## src/rtl/cpu_pkg.sv

```systemverilog
// Shared types and constants for the memory arbiter.
package cpu_pkg;

  typedef logic [31:0] word_t;

  typedef enum logic [2:0] {
    StIdle,
    StBusI,
    StBusD,
    StDoneI,
    StDoneD
  } arb_state_t;

  localparam word_t ARB_ABORT_DATA = 32'hDEADBEEF;

endpackage

```

## src/rtl/memory_arbiter_if.sv

```systemverilog
// Request-side and memory-bus signals of the arbiter; master = arbiter, slave = environment.
interface memory_arbiter_if #(
  parameter int unsigned ADDR_W = 32,
  parameter int unsigned DATA_W = 32
);

  logic              imemRen;
  logic [ADDR_W-1:0] imemaddr;
  logic              dmmRen;
  logic              dmmWen;
  logic [ADDR_W-1:0] dmmaddr;
  logic [DATA_W-1:0] dmmstore;
  logic [3:0]        dmmsel;
  logic              i_ready;
  logic              d_ready;
  logic [DATA_W-1:0] imemload;
  logic [DATA_W-1:0] dmmload;
  logic              bus_read;
  logic              bus_write;
  logic [ADDR_W-1:0] bus_addr;
  logic [DATA_W-1:0] bus_wdata;
  logic [3:0]        bus_sel;
  logic [DATA_W-1:0] bus_rdata;
  logic              bus_ack;
  logic              bus_err;

  modport master (
    input  imemRen, imemaddr, dmmRen, dmmWen, dmmaddr, dmmstore, dmmsel,
    input  bus_rdata, bus_ack,
    output i_ready, d_ready, imemload, dmmload,
    output bus_read, bus_write, bus_addr, bus_wdata, bus_sel, bus_err
  );

  modport slave (
    output imemRen, imemaddr, dmmRen, dmmWen, dmmaddr, dmmstore, dmmsel,
    output bus_rdata, bus_ack,
    input  i_ready, d_ready, imemload, dmmload,
    input  bus_read, bus_write, bus_addr, bus_wdata, bus_sel, bus_err
  );

endinterface

```

## src/rtl/memory_arbiter.sv

```systemverilog
// Serialises fetch and data accesses onto one memory bus, data first, one transaction at a time.
// Optional bus timeout abort enabled by defining MEM_ARB_TIMEOUT_EN.
module memory_arbiter
  import cpu_pkg::*;
#(
  parameter int unsigned ADDR_W      = 32,
  parameter int unsigned DATA_W      = 32,
  parameter int unsigned TIMEOUT_CYC = 255
) (
  input  logic                clk,
  input  logic                nRst,
  memory_arbiter_if.master    arb
);

  arb_state_t        state_q, state_d;
  logic              i_ready_q, i_ready_d;
  logic              d_ready_q, d_ready_d;
  logic              bus_read_q, bus_read_d;
  logic              bus_write_q, bus_write_d;
  logic              bus_err_q, bus_err_d;
  logic [ADDR_W-1:0] bus_addr_q, bus_addr_d;
  logic [DATA_W-1:0] bus_wdata_q, bus_wdata_d;
  logic [3:0]        bus_sel_q, bus_sel_d;
  logic [DATA_W-1:0] imemload_q, imemload_d;
  logic [DATA_W-1:0] dmmload_q, dmmload_d;
  logic [DATA_W-1:0] load_data;
  logic              timeout;

`ifdef MEM_ARB_TIMEOUT_EN
  logic [15:0] cnt_q, cnt_d;
  assign timeout = (cnt_q == 16'(TIMEOUT_CYC - 1));
`else
  logic unused_timeout_cyc;
  assign unused_timeout_cyc = ^TIMEOUT_CYC;
  assign timeout = 1'b0;
`endif

  // An abort completes the transaction like an ack, but with poison data.
  assign load_data = arb.bus_ack ? arb.bus_rdata : DATA_W'(ARB_ABORT_DATA);

  always_comb begin
    state_d     = state_q;
    i_ready_d   = 1'b0;
    d_ready_d   = 1'b0;
    bus_err_d   = 1'b0;
    bus_read_d  = bus_read_q;
    bus_write_d = bus_write_q;
    bus_addr_d  = bus_addr_q;
    bus_wdata_d = bus_wdata_q;
    bus_sel_d   = bus_sel_q;
    imemload_d  = imemload_q;
    dmmload_d   = dmmload_q;
`ifdef MEM_ARB_TIMEOUT_EN
    cnt_d       = cnt_q;
`endif

    unique case (state_q)
      StIdle: begin
`ifdef MEM_ARB_TIMEOUT_EN
        cnt_d = '0;
`endif
        if (arb.dmmWen || arb.dmmRen) begin
          state_d     = StBusD;
          bus_write_d = arb.dmmWen;
          bus_read_d  = ~arb.dmmWen;
          bus_addr_d  = arb.dmmaddr;
          bus_wdata_d = arb.dmmstore;
          bus_sel_d   = arb.dmmsel;
        end else if (arb.imemRen) begin
          state_d     = StBusI;
          bus_write_d = 1'b0;
          bus_read_d  = 1'b1;
          bus_addr_d  = arb.imemaddr;
          bus_wdata_d = '0;
          bus_sel_d   = 4'hF;
        end
      end
      StBusI, StBusD: begin
        if (arb.bus_ack || timeout) begin
          bus_read_d  = 1'b0;
          bus_write_d = 1'b0;
          bus_err_d   = ~arb.bus_ack;
          if (state_q == StBusI) begin
            state_d    = StDoneI;
            i_ready_d  = 1'b1;
            imemload_d = load_data;
          end else begin
            state_d   = StDoneD;
            d_ready_d = 1'b1;
            dmmload_d = load_data;
          end
        end
`ifdef MEM_ARB_TIMEOUT_EN
        else begin
          cnt_d = cnt_q + 16'd1;
        end
`endif
      end
      // Extra cycle so a requester still holding its request is not re-served.
      StDoneI, StDoneD: state_d = StIdle;
      default:          state_d = StIdle;
    endcase
  end

  always_ff @(posedge clk or negedge nRst) begin
    if (!nRst) begin
      state_q     <= StIdle;
      i_ready_q   <= 1'b0;
      d_ready_q   <= 1'b0;
      bus_read_q  <= 1'b0;
      bus_write_q <= 1'b0;
      bus_err_q   <= 1'b0;
      bus_addr_q  <= '0;
      bus_wdata_q <= '0;
      bus_sel_q   <= '0;
      imemload_q  <= '0;
      dmmload_q   <= '0;
`ifdef MEM_ARB_TIMEOUT_EN
      cnt_q       <= '0;
`endif
    end else begin
      state_q     <= state_d;
      i_ready_q   <= i_ready_d;
      d_ready_q   <= d_ready_d;
      bus_read_q  <= bus_read_d;
      bus_write_q <= bus_write_d;
      bus_err_q   <= bus_err_d;
      bus_addr_q  <= bus_addr_d;
      bus_wdata_q <= bus_wdata_d;
      bus_sel_q   <= bus_sel_d;
      imemload_q  <= imemload_d;
      dmmload_q   <= dmmload_d;
`ifdef MEM_ARB_TIMEOUT_EN
      cnt_q       <= cnt_d;
`endif
    end
  end

  assign arb.i_ready   = i_ready_q;
  assign arb.d_ready   = d_ready_q;
  assign arb.bus_read  = bus_read_q;
  assign arb.bus_write = bus_write_q;
  assign arb.bus_addr  = bus_addr_q;
  assign arb.bus_wdata = bus_wdata_q;
  assign arb.bus_sel   = bus_sel_q;
  assign arb.imemload  = imemload_q;
  assign arb.dmmload   = dmmload_q;
`ifdef MEM_ARB_TIMEOUT_EN
  assign arb.bus_err   = bus_err_q;
`else
  logic unused_bus_err;
  assign unused_bus_err = bus_err_q;
  assign arb.bus_err   = 1'b0;
`endif

endmodule
```

## src/flat_wrapper.sv

```systemverilog
// flat-port wrapper written by rule: the top's interface ports become plain ports
module memory_arbiter_flat import cpu_pkg::*;
#(
  parameter int unsigned ADDR_W      = 32,
  parameter int unsigned DATA_W      = 32,
  parameter int unsigned TIMEOUT_CYC = 255
)
  (clk, nRst, arb_imemRen, arb_imemaddr, arb_dmmRen, arb_dmmWen, arb_dmmaddr, arb_dmmstore, arb_dmmsel, arb_bus_rdata, arb_bus_ack, arb_i_ready, arb_d_ready, arb_imemload, arb_dmmload, arb_bus_read, arb_bus_write, arb_bus_addr, arb_bus_wdata, arb_bus_sel, arb_bus_err);
  memory_arbiter_if #(.ADDR_W(ADDR_W), .DATA_W(DATA_W)) arb_i ();
  input  logic clk;
  input  logic nRst;
  input wire logic [$bits(arb_i.imemRen)-1:0] arb_imemRen;
  input wire logic [$bits(arb_i.imemaddr)-1:0] arb_imemaddr;
  input wire logic [$bits(arb_i.dmmRen)-1:0] arb_dmmRen;
  input wire logic [$bits(arb_i.dmmWen)-1:0] arb_dmmWen;
  input wire logic [$bits(arb_i.dmmaddr)-1:0] arb_dmmaddr;
  input wire logic [$bits(arb_i.dmmstore)-1:0] arb_dmmstore;
  input wire logic [$bits(arb_i.dmmsel)-1:0] arb_dmmsel;
  input wire logic [$bits(arb_i.bus_rdata)-1:0] arb_bus_rdata;
  input wire logic [$bits(arb_i.bus_ack)-1:0] arb_bus_ack;
  output wire logic [$bits(arb_i.i_ready)-1:0] arb_i_ready;
  output wire logic [$bits(arb_i.d_ready)-1:0] arb_d_ready;
  output wire logic [$bits(arb_i.imemload)-1:0] arb_imemload;
  output wire logic [$bits(arb_i.dmmload)-1:0] arb_dmmload;
  output wire logic [$bits(arb_i.bus_read)-1:0] arb_bus_read;
  output wire logic [$bits(arb_i.bus_write)-1:0] arb_bus_write;
  output wire logic [$bits(arb_i.bus_addr)-1:0] arb_bus_addr;
  output wire logic [$bits(arb_i.bus_wdata)-1:0] arb_bus_wdata;
  output wire logic [$bits(arb_i.bus_sel)-1:0] arb_bus_sel;
  output wire logic [$bits(arb_i.bus_err)-1:0] arb_bus_err;
  assign arb_i.imemRen = arb_imemRen;
  assign arb_i.imemaddr = arb_imemaddr;
  assign arb_i.dmmRen = arb_dmmRen;
  assign arb_i.dmmWen = arb_dmmWen;
  assign arb_i.dmmaddr = arb_dmmaddr;
  assign arb_i.dmmstore = arb_dmmstore;
  assign arb_i.dmmsel = arb_dmmsel;
  assign arb_i.bus_rdata = arb_bus_rdata;
  assign arb_i.bus_ack = arb_bus_ack;
  assign arb_i_ready = arb_i.i_ready;
  assign arb_d_ready = arb_i.d_ready;
  assign arb_imemload = arb_i.imemload;
  assign arb_dmmload = arb_i.dmmload;
  assign arb_bus_read = arb_i.bus_read;
  assign arb_bus_write = arb_i.bus_write;
  assign arb_bus_addr = arb_i.bus_addr;
  assign arb_bus_wdata = arb_i.bus_wdata;
  assign arb_bus_sel = arb_i.bus_sel;
  assign arb_bus_err = arb_i.bus_err;
  memory_arbiter #(.ADDR_W(ADDR_W), .DATA_W(DATA_W), .TIMEOUT_CYC(TIMEOUT_CYC)) u_core (.clk(clk), .nRst(nRst), .arb(arb_i));
endmodule
```

## config.mk

```make
export PLATFORM = sky130hd
export DESIGN_NAME = memory_arbiter_flat
export DESIGN_NICKNAME = d
export VERILOG_FILES = /design/src/rtl/cpu_pkg.sv /design/src/rtl/memory_arbiter_if.sv /design/src/rtl/memory_arbiter.sv /design/src/flat_wrapper.sv
export SDC_FILE = /design/constraint.sdc
export NUM_CORES = 1
export LEC_CHECK = 0
export BUFFER_PORTS_ARGS = -buffer_cell sky130_fd_sc_hd__clkbuf_2
export CAP_MARGIN = 10
export CORE_UTILIZATION = 50
export DETAILED_ROUTE_END_ITERATION = 16
export GPL_TIMING_DRIVEN = 0
export PLACE_DENSITY = 0.85
export SYNTH_ARGS = -nofsm -noshare
export SYNTH_HDL_FRONTEND = slang
export SYNTH_SLANG_ARGS = --single-unit
```

## constraint.sdc

```tcl
create_clock -name clk -period 2.55 [get_ports clk]
set_input_delay 0.51 -clock clk [delete_from_list [all_inputs] [get_ports clk]]
set_output_delay 0.51 -clock clk [all_outputs]
set_load 0.005 [all_outputs]
```

==> impl_metrics.ini <==
[status]
status = completed

[yosys]
synth_seq_cells = 139
synth_area_leader_cell = dfrtp_1
syn_inst = 389
syn_avg_cell_area_sq_um = 14.9
synthesis.nets = 527
synthesis.area_sq_mm = 0.00579
ys_types = 29
ys_warn_count = 0
ys_top_cells_by_area = dfrtp_1 (60%), mux2_2 (12%), mux2i_1 (5.7%)
synthDominantCellAreaShare_pct = 60.1
yosysSeqAreaShare_pct = 60.1

[pwr]
netSwitchingPower_w = 0.00332
leakagePower_nw = 3.98
sw_frac_of_total_pct = 32.8
pwr-share-clk_pct = 24.4
cellInternalPower_w = 0.00680
p_seq_share_pct = 37.9
p_per_area_mw_per_mm2 = 1270
vdd_ir_drop_max_mv = 0.807
pwr-share-comb_pct = 37.7

[clocking]
cts_tree = yes
cts_buffers = 17
cts_setup_buffers = 0
clk_latency_ns = 0.42
root_buffer = clkbuf_16
clkSinkCount = 139
clk_pin_slew_worst_paths_ns = 0.06
cts_resized = 0
h-tree-depth = 4
clock_path_buffers = 2

[timing]
worst_pin_slew_ns = 0.519
slew_headroom_pct = 65.4
min_period_ns = 1.76
drv_slew = 0
setup_ws_ns = 0.786
skew_ns = 0.00639
setup_tns_ns = 0
max_freq_mhz = 567
rsz0062_at_grt = no
period_share_pct = 69.2
hold_viol = 0
hold_slack_ns = 0.300
report.final.setup_viol = 0

[place]
pre_cts_slack_ns = 0.648
io_buffers = 273
gp_congestion = 0.753
placed_cells = 803
hpwl_um = 10500

[global_route]
grt_use_total_pct = 23.8
grt_pass1_wl_um = 21300
antenna_found_initial = 0
grt_pass1_vias = 4372
grt_max_degree = 105
gr-total-overflow = 0

[detailed_routing]
ant_nets = 0
drt-initial-drc-count = 266
wire_per_inst_um = 17.0
first_pass_iters = 4
drc_errors = 0
vias = 4310
wirelength_um = 14200
viasPerCell = 5.16

[setup_path]
path_delay_family = buffers and inverters
cp-startpoint = u_core.state_q[1]$_DFFE_PN0P_
startpoint_type = flop
slowest_delay_ns = 0.36
cp.required_ns = 2.84
critPathMaxFanout = 10
crit_arrival_ns = 2.06
crit_path_frequent_cell = buf_2
cpMaxStageDelayCell = dfrtp_1
cp_num_buf_inv = 3
criticalPathCategory = reg -> reg
r2r-start = u_core.state_q[1]$_DFFE_PN0P_
cp-end-kind = flop
path_cells = buf_2 -> nor3_1 -> buf_2 -> nand2_2 -> buf_2 -> a22o_1

[floorplanning]
dieArea_sq_mm = 0.0120
num_rows = 38
pin_count = 275
start_util_pct = 52.2
die_h_um = 110
core_sq_mm = 0.0111
die_w_um = 110

[finish]
area_growth_pct = 37.8
layout.cells.non_filler = 836
nNetsFinal = 821
layout_common_cells = clkbuf_2 (273), dfrtp_1 (139), mux2_2 (64), a21oi_1 (35)
drive_gt1_share_pct = 61.9
final_common_cell = clkbuf_2
n_antenna_cell = 0

[worst_hold_path]
hold_class = in -> reg
hold_start = arb_dmmsel[2]

[run]
cap_violations = 0
## cells by family after synthesis
kind of cell / after synthesis / synth area share (%)
other: 1 / 0.0648
AND/OR/NAND/NOR: 12 / 1.45
multiplexers: 97 / 18.2
XOR/XNOR: 1 / 0.151
flip-flops: 139 / 60.1
AO/OA/AOI/OAI: 105 / 16.2
buffers and inverters: 34 / 3.85
## cells in the mapped netlist
master / number
a21oi_1: 35
a21oi_2: 10
a21oi_4: 20
a22o_1: 33
a32oi_1: 1
and2_1: 1
and2_4: 1
buf_12: 2
buf_2: 16
buf_4: 7
buf_6: 2
clkbuf_1: 5
clkbuf_2: 1
conb_1: 1
dfrtp_1: 139
inv_1: 1
mux2_2: 64
mux2i_1: 33
nand2_1: 1
nand2_2: 1
nor2_2: 1
nor3_1: 2
nor4bb_1: 3
o22a_1: 4
o2bb2ai_1: 1
o311a_1: 1
or2_2: 1
or3_1: 1
xor2_1: 1
## path summary, 6_finish.rpt
kind | slack [ns] | end | depth (start not counted)
setup / recovery | 0.79 | u_core.arb.bus_wdata[6]$_DFFE_PN0P_ | 6
max in group asynchronous | 1.17 | u_core.arb.bus_write$_DFFE_PN0P_ | 3
hold / removal | 0.30 | u_core.arb.bus_sel[2]$_DFFE_PN0P_ | 2
min in group asynchronous | 0.58 | u_core.arb.dmmload[29]$_DFFE_PN0P_ | 2
setup reg to reg | 0.79 | u_core.arb.bus_wdata[6]$_DFFE_PN0P_ | 6
hold reg to reg | 0.50 | u_core.arb.bus_read$_DFFE_PN0P_ | 1
## worst register-to-register path, delay by kind of cell, from the launching register on
kind                   cells  cell delay (ns)
and+or+nand+nor            2             0.36
DFF                        1             0.36
AOI/OAI and AO/OA          1             0.27
buffers and inverters      3             0.65
## repair_timing
| action | in CTS | in global routing |
|---|---|---|
| endpoints found under the hold margin | 35 | 0 |
| setup endpoints to repair | 0 | 0 |
| hold buffers | 1 | 0 |
## per-layer routing
| metal | part of all wire (%) | global-route usage (%) |
|---|---|---|
| met1 | 38 | 26.1 |
| met2 | 54 | 43.2 |
| met3 | 5.7 | 6.05 |
| met4 | 1.8 | 10.6 |
| met5 | 0 | 0 |
## power by group through the flow
stage	combinational, W	clock [W]	sequential (W)
after CTS	0.00388	0.00250	0.00383
after detailed placement	0.00385	0	0.00385
final	0.00381	0.00247	0.00384
after floorplan	0.00212	0	0.00387
after global placement	0.00371	0	0.00378
after global routing	0.00414	0.00259	0.00396
## sequential cells by signal (all words and copies together) (netlist names)
register and flops:
u_core.arb.bus_addr 32, u_core.arb.bus_wdata 32, u_core.arb.dmmload 32, u_core.arb.imemload 32, u_core.arb.bus_sel 4, u_core.state_q 3
u_core.arb.bus_read 1, u_core.arb.bus_write 1, u_core.arb.d_ready 1, u_core.arb.i_ready 1
## layout make-up
type,instances,area (sq um)
sequential,139,3480
fill,755,3100
multi-input combinational,216,2090
timing repair buffer,275,1410
clock buffer,22,484
buffer,33,219
tap,140,175
clock inverter,10,115
inverter,1,3.75
## through the flow
| stage | power, W | cell area (sq um) | utilization (%) |
|---|---|---|---|
| finish | 0.0101 | 7980 | 72.0 |
| global route | 0.0107 | 7980 | 72.0 |
| CTS | 0.0102 | 7980 | 72.0 |
| detailed placement | 0.00770 | 7370 | 66.5 |
| global placement | 0.00749 | 7330 | 66.2 |
| floorplan | 0.00600 | 5790 | - |
No activity file was read; power rests on OpenSTA's default activity.
